### config.mk
export PLATFORM = sky130hd
export DESIGN_NAME = tree_sum_accumulator
export DESIGN_NICKNAME = d
export VERILOG_FILES = /design/src/rtl/tree_sum_accumulator.sv
export SDC_FILE = /design/constraint.sdc
export NUM_CORES = 1
export LEC_CHECK = 0
export BUFFER_PORTS_ARGS = -buffer_cell sky130_fd_sc_hd__buf_2
export CAP_MARGIN = 25
export CORE_MARGIN = 2
export CORE_UTILIZATION = 25
export DETAILED_ROUTE_END_ITERATION = 8
export GPL_TIMING_DRIVEN = 0
export PLACE_DENSITY = 0.38
export SYNTH_ARGS = -nofsm -noshare
export SYNTH_HDL_FRONTEND = slang
export SYNTH_SLANG_ARGS = --single-unit
### constraint.sdc
create_clock -name clk -period 9.5 [get_ports clk]
set_input_delay 0.95 -clock clk [delete_from_list [all_inputs] [get_ports clk]]
set_output_delay 0.95 -clock clk [all_outputs]
set_load 0.03 [all_outputs]
### src/rtl/tree_sum_accumulator.sv
// tree_sum_accumulator
// Accumulates a stream of adder-tree root sums into groups of k_len beats and
// presents one ACC_W-bit result per group with a sticky overflow flag.
// Optional build macro: TREE_ACC_SATURATE_EN -- when defined the accumulator
// clamps to the representable limit on overflow instead of wrapping.

module tree_sum_accumulator #(
  parameter int P     = 9,
  parameter int ACC_W = 32,
  parameter int KW    = 16
) (
  input  logic             clk,
  input  logic             rst_n,
  input  logic [P-1:0]     in_data,
  input  logic             in_valid,
  output logic             in_ready,
  input  logic             signedAddition,
  input  logic [KW-1:0]    k_len,
  output logic [ACC_W-1:0] out_data,
  output logic             out_overflow,
  output logic             out_valid,
  input  logic             out_ready
);

  typedef enum logic [1:0] {IDLE, ACCUM, HOLD} state_t;

  state_t           r_state;
  logic [KW-1:0]    r_count;
  logic [KW-1:0]    r_k;
  logic             r_sign;
  logic [ACC_W-1:0] r_acc;
  logic             r_ovf;
  logic [ACC_W-1:0] r_outData;
  logic             r_outOvf;
  logic             r_outValid;

  logic             w_inReady;
  logic             w_accept;
  logic             w_firstBeat;
  logic             w_beatSign;
  logic             w_lastBeat;
  logic             w_addOvf;
  logic [KW-1:0]    w_kEff;
  logic [ACC_W-1:0] w_ext;
  logic [ACC_W-1:0] w_sum;
  logic [ACC_W-1:0] w_next;
  logic [ACC_W:0]   w_sumFull;

  // A held result blocks new input unless the consumer takes it this cycle,
  // which is what allows a new group to start with no bubble.
  assign w_inReady   = rst_n && ((r_state != HOLD) || out_ready);
  assign w_accept    = in_valid && w_inReady;

  // Any beat accepted outside ACCUM opens a new group.
  assign w_firstBeat = (r_state != ACCUM);
  assign w_kEff      = (k_len == '0) ? KW'(1) : k_len;
  assign w_beatSign  = w_firstBeat ? signedAddition : r_sign;

  assign w_ext = w_beatSign ? {{(ACC_W-P){in_data[P-1]}}, in_data}
                            : {{(ACC_W-P){1'b0}}, in_data};

  assign w_sumFull = {1'b0, r_acc} + {1'b0, w_ext};
  assign w_sum     = w_sumFull[ACC_W-1:0];

  // Signed mode: operands agree in sign but the sum does not. Unsigned: carry out.
  assign w_addOvf = r_sign ? ((r_acc[ACC_W-1] == w_ext[ACC_W-1]) &&
                              (w_sum[ACC_W-1] != r_acc[ACC_W-1]))
                           : w_sumFull[ACC_W];

  assign w_lastBeat = ((r_count + KW'(1)) == r_k);

`ifdef TREE_ACC_SATURATE_EN
  logic             r_sat;
  logic [ACC_W-1:0] w_clamp;

  // In signed mode the direction of overflow follows the accumulator sign,
  // since overflow only happens when both operands share that sign.
  assign w_clamp = r_sign ? (r_acc[ACC_W-1] ? {1'b1, {(ACC_W-1){1'b0}}}
                                            : {1'b0, {(ACC_W-1){1'b1}}})
                          : {ACC_W{1'b1}};
  assign w_next  = r_sat ? r_acc : (w_addOvf ? w_clamp : w_sum);

  // Once clamped, the accumulator stays pinned for the rest of the group.
  always_ff @(posedge clk) begin
    if (!rst_n) begin
      r_sat <= 1'b0;
    end else if (w_accept && w_firstBeat) begin
      r_sat <= 1'b0;
    end else if (w_accept) begin
      r_sat <= r_sat | w_addOvf;
    end
  end
`else
  assign w_next = w_sum;
`endif

  // Group FSM: opens groups, accumulates beats, and holds the result until taken.
  always_ff @(posedge clk) begin
    if (!rst_n) begin
      r_state    <= IDLE;
      r_count    <= '0;
      r_k        <= '0;
      r_sign     <= 1'b0;
      r_acc      <= '0;
      r_ovf      <= 1'b0;
      r_outData  <= '0;
      r_outOvf   <= 1'b0;
      r_outValid <= 1'b0;
    end else if (w_accept && w_firstBeat) begin
      r_k     <= w_kEff;
      r_sign  <= signedAddition;
      r_acc   <= w_ext;
      r_ovf   <= 1'b0;
      r_count <= KW'(1);
      if (w_kEff == KW'(1)) begin
        r_state    <= HOLD;
        r_outData  <= w_ext;
        r_outOvf   <= 1'b0;
        r_outValid <= 1'b1;
      end else begin
        r_state    <= ACCUM;
        r_outValid <= 1'b0;
      end
    end else if (w_accept) begin
      r_acc   <= w_next;
      r_ovf   <= r_ovf | w_addOvf;
      r_count <= r_count + KW'(1);
      if (w_lastBeat) begin
        r_state    <= HOLD;
        r_outData  <= w_next;
        r_outOvf   <= r_ovf | w_addOvf;
        r_outValid <= 1'b1;
      end
    end else if ((r_state == HOLD) && out_ready) begin
      r_state    <= IDLE;
      r_outValid <= 1'b0;
    end
  end

  assign in_ready     = w_inReady;
  assign out_data     = r_outData;
  assign out_overflow = r_outOvf;
  assign out_valid    = r_outValid;

endmodule

## Word level (Yosys, flattened, before mapping)

Index checks and enable logic that the tools add are counted.

- Register bits: 102
- Latch bits: 0
- Bits in writable memories: 0
- Memory bits (read-only): 0
- Bits of input ports: 30
- Output and inout port bits: 35
- Word-level logic and storage cells: 62
- Memories kept: 0

- Add/subtract/negate cells: 2
- Multipliers: 0
- Divide/modulo/power cells: 0
- Magnitude comparators: 0
- Equal/unequal tests: 9
- Shift operators: 0
- Multiplexer cells: 26
- Bitwise gates (word level): 2
- Reduce and logical (&&, ||, !) cells: 13

Operators with widths:

| cell | number |
|---|---|
| 32-bit two-way mux | 7 |
| 32-bit by 32-bit adder with 33-bit output | 1 |
| 16-bit by 1-bit adder with 16-bit output (second input constant) | 1 |
| 16-bit by 1-bit == test with 1-bit output (second input constant) | 1 |
| 16-bit == test | 1 |
| 16-bit zero test | 1 |
| 16-bit two-way mux | 1 |
| 1-bit two-way mux | 13 |
| 2-bit two-way mux | 5 |
| 1-bit logical AND | 5 |
| 2-bit by 1-bit inequality test with 1-bit output (second input constant) | 2 |
| 2-bit nonzero test | 2 |
| 3-bit by 1-bit inequality test with 1-bit output (second input constant) | 1 |
| 3-bit AND reduction | 1 |
| 3-bit nonzero test | 1 |
| 2-bit == test (second input constant) | 1 |
| 2-bit inequality test (second input constant) | 1 |
| 2-bit AND reduction | 1 |
| 2-bit OR reduction | 1 |
| 1-bit == test | 1 |
| 1-bit logical OR | 1 |
| 1-bit inequality test | 1 |
| 1-bit NOT | 1 |
| 1-bit OR | 1 |

## Depth between registers and ports, before layout

Gate-level depths: netlist of run 1.

- Depth in word-level cells: 11
- Gate-level depth with buffers: 14
- Depth with buffers taken out: 12

## Worst setup path after synthesis of run 1

Ideal clock, no wire load.

- Path kind: register to register
- From: register r_state[1]
- To: register r_outData[25] (netlist: out_data[25])
- Library setup time: 0.114 ns
- Data arrival time: 4.710 ns
- Required time: 9.386 ns
- Setup slack: 4.676 ns
- Cell stages (with the launch flop): 14
- Path buffers: 1
- Clock period less this slack: 4.824 ns
- Path through: dfxtp_1 > nand2b_1 > clkbuf_1 > nand2_1 > a21boi_0 > ha_1 > and4_1 > a21o_1 > or3b_2 > o2111a_1 > a21bo_2 > a31oi_1 > xnor2_1 > a21o_1

- Word-level cells in the longest chain between the ends: 7
- Elaborated cells between the ends (all ways): 17
- Those cells by class: add/sub (1); eq/ne (3); mux (6); reduce/logical (7)

Ends and longest elaborated chain:

| what | RTL line | text |
|---|---|---|
| start, declared | 27 | `state_t r_state;` |
| start signal, assigned | 100 | `r_state <= IDLE;` |
| start signal, assigned | 116 | `r_state <= HOLD;` |
| start signal, assigned | 121 | `r_state <= ACCUM;` |
| 2-bit by 1-bit inequality test with 1-bit output / 2-bit inequality test (equally long branches) | 55, 51 |  |
| 1-bit two-way mux / 1-bit logical OR (equally long branches) | 57, 51 |  |
| 32-bit two-way mux / 1-bit logical AND (equally long branches) | 59, 51 |  |
| 32-bit by 32-bit adder with 33-bit output / 1-bit logical AND (equally long branches) | 62, 52 |  |
| 32-bit two-way mux / 1-bit logical AND (equally long branches) | 128, 109 |  |
| 32-bit two-way mux, or another cell as far along | 124 | `end else if (w_accept) begin` |
| 32-bit two-way mux / 3-bit AND reduction (equally long branches) | n/a |  |
| end signal, assigned | 117 | `r_outData <= w_ext;` |
| end signal, assigned | 130 | `r_outData <= w_next;` |
| end, declared | 33 | `logic [ACC_W-1:0] r_outData;` |

Several ways; a longest one is shown, not always the timed one. The select of a mux whose other input is x is not followed.
A chain may end at the register's enable or synchronous reset.

## Worst setup path after layout of run 1

- From: register r_state[1]
- To: register r_outOvf (netlist: out_overflow)

- Word-level cells in the longest chain between the ends: 11
- Elaborated cells between the ends (all ways): 21
- Those cells by class: add/sub (1); eq/ne (5); mux (6); bitwise (1); reduce/logical (8)

Ends and longest elaborated chain:

| what | RTL line | text |
|---|---|---|
| 2-bit by 1-bit inequality test with 1-bit output | 55 | `assign w_firstBeat = (r_state != ACCUM);` |
| 1-bit two-way mux | 57 | `assign w_beatSign = w_firstBeat ? signedAddition : r_sign;` |
| 32-bit two-way mux | 59 | `assign w_ext = w_beatSign ? {{(ACC_W-P){in_data[P-1]}}, in_data}` |
| 32-bit by 32-bit adder with 33-bit output | 62 | `assign w_sumFull = {1'b0, r_acc} + {1'b0, w_ext};` |
| 1-bit inequality test | 67 | `(w_sum[ACC_W-1] != r_acc[ACC_W-1]))` |
| 1-bit logical AND | 66 | `assign w_addOvf = r_sign ? ((r_acc[ACC_W-1] == w_ext[ACC_W-1]) &&` |
| 1-bit two-way mux | 66 |  |
| 1-bit OR | 131 | `r_outOvf <= r_ovf \| w_addOvf;` |
| 1-bit two-way mux | 128 | `if (w_lastBeat) begin` |
| 1-bit two-way mux | 124 |  |
| 1-bit two-way mux | 109 | `end else if (w_accept && w_firstBeat) begin` |
| end signal, assigned | 131 |  |
| end, declared | 34 | `logic r_outOvf;` |

Several ways; a longest one is shown, not always the timed one. The select of a mux whose other input is x is not followed.

==> flow_summary.yaml, run 1 <==
floorplanning:
  die_x_um: 164.3
  row_count: 58
  ios: 65
  dieArea_um2: 26980
  core-area_um2: 25180
  die_h_um: 164.3
  start_util_pct: 25.50
timing:
  tns_ns: 0
  clock_skew_ns: 0.01793
  timing.slew.headroom_pct: 35.00
  tightest_slew_ns: 0.9751
  finalCriticalPeriod_ns: 4.452
  setup_viol: 0
  hold_viol_final: 0
  drv_slew: 0
  finalCritPeriodShare_pct: 46.86
  fmax_mhz: 224.6
  rsz0062_at_grt: "false"
clock_network:
  clkSinkCount: 101
  holdBufCountCts: 0
  cts-resized-gates: 0
  htreeDepth: 3
  cts-root-buf: "clkbuf_16"
  cts_buffers: 9
  tritoncts: "built"
  cts_setup_buffers: 0
  cts.clk_slew.worst_paths_ns: 0.08
  clk-insertion-delay-late_ns: 0.37
  clk_path_buf_depth: 2
global_route:
  grt_max_degree: 17
  grt_pass1_wl_mm: 36.05
  grtUsageTotal_pct: 17.69
  grt_pass1_vias: 6083
  overflow: 0
  antenna_found_initial: 1
synthesis:
  synth.area.top_cells: "dfxtp_1 (31%), ha_1 (6.4%), o21ai_0 (5.9%), a21oi_1 (4.9%), nand2_1 (4.9%)"
  synth_nets: 884
  ys_async_sr_fraction_pct: 0
  ys_warn_count: 0
  synth_top_area_cell: "dfxtp_1"
  netlist_top_cells_count: "dfxtp_1 (101), nand2_1 (84), o21ai_0 (76)"
  synthDominantCellAreaShare_pct: 31.49
  synthMostInstantiatedCell: "dfxtp_1"
  synth.cell_area_um2: 6421
  ys_types: 68
  ys_seq_elements: 101
  syn_area_per_cell_um2: 7.831
  netlist_instances: 820
  synth-seq-area-share_pct: 31.49
  ys.flop_type: "dfxtp_1"
  synth-edff-count: 0
worst_hold_path:
  worstHoldStart: "r_acc[12]$_SDFFE_PN0P_"
  holdPathEnd: "r_acc[12]$_SDFFE_PN0P_"
  min-delay-path-class: "register to register"
  holdPathStages: 2
final_layout:
  drive_above_1_share_pct: 13.65
  area_growth_pct: 16.47
  diodes: 0
  final_cells: 1231
  nets: 960
  final_util_pct: 29.70
worst_setup_path:
  worstPathArrival_ns: 4.70
  rr_startpoint: "r_state[1]$_SDFFE_PN0P_"
  worst_setup_path_start_kind: "register"
  reg2reg_setup_slack_ns: 5.05
  rr_endpoint: "out_overflow$_SDFFE_PN0P_"
  path_cells: "nand2b_1 -> clkbuf_1 -> nand2_1 -> a21boi_2 -> ha_1 -> and4_1 -> a21o_1 -> or2_2 -> o21ai_0 -> o21ai_0 -> or3_1 -> a41oi_1 -> o21ai_0"
  reg2regPathDepth: 13
  cpPeakStageDelay_ns: 0.60
  end_kind: "register"
  path_common_cell: "o21ai_0"
  worst-setup-path-type: "register to register"
  cp_data_required_time_ns: 9.75
  path_max_fanout: 10
  cpMaxStageDelayCell: "a21boi_2"
pwr:
  clkPwrFrac_pct: 34.7
  total_power_mw: 1.145
  p_leak_nw: 2.983
  p_seq_share_pct: 40.7
  ir_worst_vdd_mv: 0.07375
  combPwrFrac_pct: 24.6
  p_int_mw: 0.7581
  power_density_nw_per_um2: 153.1
  p_sw_mw: 0.3869
  switching_share_pct: 33.79
flow_run:
  drv_cap: 0
routing:
  drtAntennaViolNets: 0
  drc_errors: 0
  drt_iter0_markers: 326
  totalWireLength_mm: 23.13
  dr.pass1.iters: 4
  vias: 6192
  viasPerCell: 5.030
  routedWlPerCell_um: 18.79
place:
  gp_congestion: 0.8266
  io_buffer_count: 64
  dp.cells: 1215
  post-dp-hpwl_mm: 17.63
status:
  status: "finished clean"
## power groups by stage
stage               sequential, mW  combinational [mW]  clock, mW
floorplan                    0.473               0.199          0
global placement             0.476               0.282          0
CTS                          0.466               0.284      0.410
global route                 0.470               0.318      0.424
finish                       0.466               0.282      0.397
detailed placement           0.476               0.282          0
## routing by layer
layer | vias up | track usage [%] | routed length (um)
met5 | - | 0 | 13
met4 | 2 | 5.502 | 496
met3 | 27 | 2.399 | 564
met2 | 88 | 28.51 | 10590
met1 | 2930 | 24.38 | 11460
li1 | 3145 | - | -
## state kept, by name, indices dropped and copies added, names as in the netlist
name	count
r_ovf	1
r_sign	1
r_acc	32
r_state	2
out_data	32
r_k	16
r_count	16
out_overflow	1
## how the worst max path moves through the flow
stage                            startpoint                   endpoint  slack (ns)  cells after the start
global route        r_state[1]$_SDFFE_PN0P_     r_acc[26]$_SDFFE_PN0P_        4.69                     14
floorplan           r_state[1]$_SDFFE_PN0P_  out_data[25]$_SDFFE_PN0P_        4.68                     13
finish              r_state[1]$_SDFFE_PN0P_  out_overflow$_SDFFE_PN0P_        5.05                     13
CTS                 r_state[1]$_SDFFE_PN0P_  out_overflow$_SDFFE_PN0P_        5.03                     13
global placement             signedAddition  out_overflow$_SDFFE_PN0P_        2.50                     12
detailed placement           signedAddition  out_overflow$_SDFFE_PN0P_        4.89                     12
## cell type report
cell class,instances,area (um^2)
plain buffers,51,241.5
clock buffers,11,232.7
clock inverters,5,60.06
fillers,2777,17700
inverters,18,67.56
multi-input cells,650,4094
flip-flops and latches,101,2022
well taps,330,412.9
repair buffers,65,347.8
## metrics by stage
stage          cell area [um^2]  setup WS (ns)  hold WS [ns]
2_1_floorplan              6421          4.676        0.4377
3_3_place_gp               7154          2.505        0.4573
3_5_place_dp               7186          4.894        0.4626
4_1_cts                    7478          5.027        0.4738
5_1_grt                    7478          4.691        0.4946
6_report                   7478          5.048        0.4745
## layout by cell type (no fill, tap or decap), types with 7 or more instances in the layout
| cell type | Yosys | layout |
|---|---|---|
| a21oi_1 | 63 | 63 |
| clkbuf_16 | 0 | 9 |
| nand2_1 | 84 | 84 |
| xnor2_1 | 25 | 25 |
| nor2b_1 | 7 | 7 |
| nand4_1 | 14 | 14 |
| clkbuf_1 | 35 | 37 |
| o211ai_1 | 10 | 10 |
| nor2_1 | 71 | 71 |
| a21o_1 | 11 | 11 |
| nor3_1 | 13 | 13 |
| dfxtp_1 | 101 | 101 |
| inv_1 | 18 | 18 |
| o21ai_0 | 76 | 76 |
| buf_2 | 7 | 71 |
| xor2_1 | 26 | 26 |
| a31oi_1 | 14 | 14 |
| a211oi_2 | 12 | 12 |
| nand2b_1 | 9 | 9 |
| nand3_1 | 47 | 47 |
| nor4_1 | 9 | 9 |
| o21ai_1 | 10 | 10 |
| and3_1 | 11 | 11 |
| ha_1 | 33 | 33 |
## critical path: cells and delay by family (launching register included)
kind | cells | cell delay (ns)
flip-flops | 1 | 0.43
adder cells (fa/ha/maj) | 1 | 0.41
buffers and inverters | 1 | 0.38
AO/OA/AOI/OAI | 6 | 1.91
AND/OR/NAND/NOR | 5 | 1.21
## kinds of logic after synthesis
kind of cell / count (synthesis) / synth area share, %
flip-flops: 101 / 31.49
adder cells (fa/ha/maj): 34 / 6.742
AO/OA/AOI/OAI: 250 / 24.84
AND/OR/NAND/NOR: 309 / 24.22
XOR/XNOR: 51 / 6.956
buffers and inverters: 69 / 4.813
multiplexers: 6 / 0.9353
No activity file was read; power rests on OpenSTA's default activity.
==> inputs of run 2 (changes only) <==
Settings changed: ABC_AREA set to 1, PLACE_DENSITY 0.38 to 0.4.
Clock period 9.5 ns to 3.93 ns, I/O delays scaled along.
==> flow_summary.yaml, run 2 <==
worst_setup_path:
  reg2regPathDepth: 17
  worstPathArrival_ns: 3.78
  end_kind: "register"
  path_max_fanout: 9
  reg2reg_setup_slack_ns: 0.40
  worst-setup-path-type: "register to register"
  cp_data_required_time_ns: 4.18
  rr_startpoint: "r_state[0]$_SDFFE_PN0P_"
  crit_start: "r_state[0]$_SDFFE_PN0P_"
  rr_endpoint: "r_acc[29]$_SDFFE_PN0P_"
  worst_setup_path_start_kind: "register"
worst_hold_path:
  holdPathStages: 3
  min-delay-path-class: "input port to register"
  worstHoldStart: "k_len[10]"
  holdPathEnd: "r_k[10]$_SDFFE_PN0P_"
synthesis:
  netlist_top_cells_count: "nand2_1 (334), inv_1 (143), nor2_1 (121)"
  synthDominantCellAreaShare_pct: 29.87
  synth_top_area_cell: "dfxtp_1"
  synth-edff-count: 0
  ys_types: 40
  ys_async_sr_fraction_pct: 0
  ys_seq_elements: 101
  synth-simple-area-share_pct: 36.00
  synth_compound_area_share_pct: 16.67
  synthMostInstantiatedCell: "nand2_1"
  synth_top_family_by_area: "simple AND/OR/NAND/NOR gates"
  syn_area_per_cell_um2: 6.045
  synth.cell_area_um2: 6770
  netlist_instances: 1120
  synth.area.top_cells: "dfxtp_1 (30%), nand2_1 (19%), inv_1 (7.9%), o21ai_0 (6.7%), nor2_1 (6.7%)"
  synth-seq-area-share_pct: 29.87
  ys_warn_count: 0
  synth_fa_ha_area_share_pct: 6.394
  synthMuxAreaShare_pct: 0.1478
  synth_xor_area_share_pct: 0.5175
  ys.flop_type: "dfxtp_1"
  synth_nets: 1184
floorplanning:
  row_count: 60
  start_util_pct: 25.26
  dieArea_um2: 28410
  core-area_um2: 26800
  die_x_um: 168.6
  die_h_um: 168.6
  ios: 65
routing:
  drtAntennaViolNets: 0
  vias: 7076
  drc_errors: 0
  dr.pass1.iters: 5
  totalWireLength_mm: 24.48
  viasPerCell: 4.592
  drt_iter0_markers: 394
  routedWlPerCell_um: 15.89
pwr:
  p_leak_nw: 3.778
  total_power_mw: 2.903
  ir_worst_vdd_mv: 0.1855
  power_density_nw_per_um2: 370.5
global_route:
  grt_max_degree: 19
  grtUsageTotal_pct: 17.57
  overflow: 0
  antenna_found_initial: 0
  grt_pass1_vias: 7044
  grt_pass1_wl_mm: 38.74
final_layout:
  final_util_pct: 29.24
  drive_above_1_share_pct: 8.417
  nets: 1259
  fillers: 3072
  diodes: 0
  layout_common_cells: "nand2_1 (334), inv_1 (143), nor2_1 (121)"
  area_growth_pct: 15.75
  final_cells: 1541
  layout_commonest_cell: "nand2_1"
clock_network:
  clk-insertion-delay-late_ns: 0.36
  clk_path_buf_depth: 2
  cts-root-buf: "clkbuf_16"
  htreeDepth: 3
  tritoncts: "built"
  cts_setup_buffers: 0
  cts.clk_slew.worst_paths_ns: 0.08
  cts-resized-gates: 0
  holdBufCountCts: 0
  cts_buffers: 9
  clkSinkCount: 101
timing:
  timing.slew.headroom_pct: 49.74
  finalCritPeriodShare_pct: 89.86
  tightest_slew_ns: 0.7538
  setup_viol: 0
  hold_viol_final: 0
  finalCriticalPeriod_ns: 3.531
  drv_slew: 0
  clock_skew_ns: 0.01520
  fmax_mhz: 283.2
  fin_hold_ws_ns: 0.2456
flow_run:
  drv_cap: 0
place:
  post-dp-hpwl_mm: 20.07
  dp.cells: 1525
  gp_congestion: 0.8851
  io_buffer_count: 63
status:
  status: "finished clean"
-- run 2: changes by cell type after synthesis, moves of 11 or more --
cell      previous run  this run
a211oi_2            12         0
nand2_1             84       334
a31oi_1             14         2
nor2_1              71       121
a21oi_1             63        84
o21ai_0             76        91
xor2_1              26         2
o22ai_1              1        13
and3_1              11         0
xnor2_1             25         2
nand3_1             47        87
inv_1               18       143
-- run 2: how the worst max path moves through the flow --
stage,endpoint,cells past startpoint,slack (ns)
after floorplan,r_acc[23]$_SDFFE_PN0P_,16,0.33
after global placement,out_data[21]$_SDFFE_PN0P_,16,-0.99
after detailed placement,r_acc[30]$_SDFFE_PN0P_,16,0.09
after CTS,out_data[26]$_SDFFE_PN0P_,15,0.28
after global routing,r_acc[27]$_SDFFE_PN0P_,17,-0.02
final,r_acc[29]$_SDFFE_PN0P_,17,0.40
-- run 2: per-stage QoR --
stage | TNS (ns) | setup slack, ns | cell area [um^2]
detailed placement | 0 | 0.09243 | 7531
global placement | -33.76 | -0.9933 | 7512
CTS | 0 | 0.2773 | 7829
global route | -0.01766 | -0.01766 | 7836
floorplan | 0 | 0.3281 | 6770
finish | 0 | 0.3986 | 7836
-- run 2: cell type report --
cell class / instances / area, um^2 / share of cell area [%]
sequential: 101 / 2022 / 25.80
clock buffer: 11 / 242.7 / 3.098
clock inverter: 5 / 55.05 / 0.7025
timing repair buffer: 64 / 330.3 / 4.215
multi-input combinational: 837 / 4055 / 51.75
buffer: 36 / 156.4 / 1.996
tap: 341 / 426.7 / 5.445
inverter: 146 / 548.0 / 6.993
-- run 2: cell families (layout without fill, tap and decap cells) --
| family | Yosys count | count (layout) |
|---|---|---|
| fa+ha+maj | 34 | 34 |
| buf+inv | 182 | 262 |
| compound gates | 211 | 211 |
| simple gates | 587 | 587 |
| flops | 101 | 101 |
| xor+xnor | 4 | 4 |
| mux | 1 | 1 |
-- run 2: where the power goes --
part	leakage (nW)	total, mW	internal (mW)	switching [mW]
Clock	0.143	0.918	0.464	0.454
Sequential	0.829	1.15	1.10	0.0528
Combinational	2.81	0.835	0.260	0.575
Total	3.78	2.90	1.82	1.08
-- run 2: worst max-delay path, cell delays in order, from the launching register on --
cell	delay (ns)
dfxtp_1	0.37
inv_1	0.07
nor2_1	0.30
inv_1	0.19
o21ai_1	0.26
a21oi_4	0.12
ha_1	0.38
nand2_1	0.14
nor2_1	0.17
nand2_1	0.06
o21ai_0	0.53
nand3b_1	0.22
nand2_1	0.11
nand2_1	0.05
nand3_1	0.12
nand2_1	0.10
o21ai_0	0.17
inv_1	0.05
-- run 2: layer usage --
metal	wire, um	track usage (%)	vias to the layer above
met1	12150	23.56	3186
met2	11560	30.49	100
met5	0	0	-
met4	259	3.748	0
li1	-	-	3776
met3	518	1.941	14
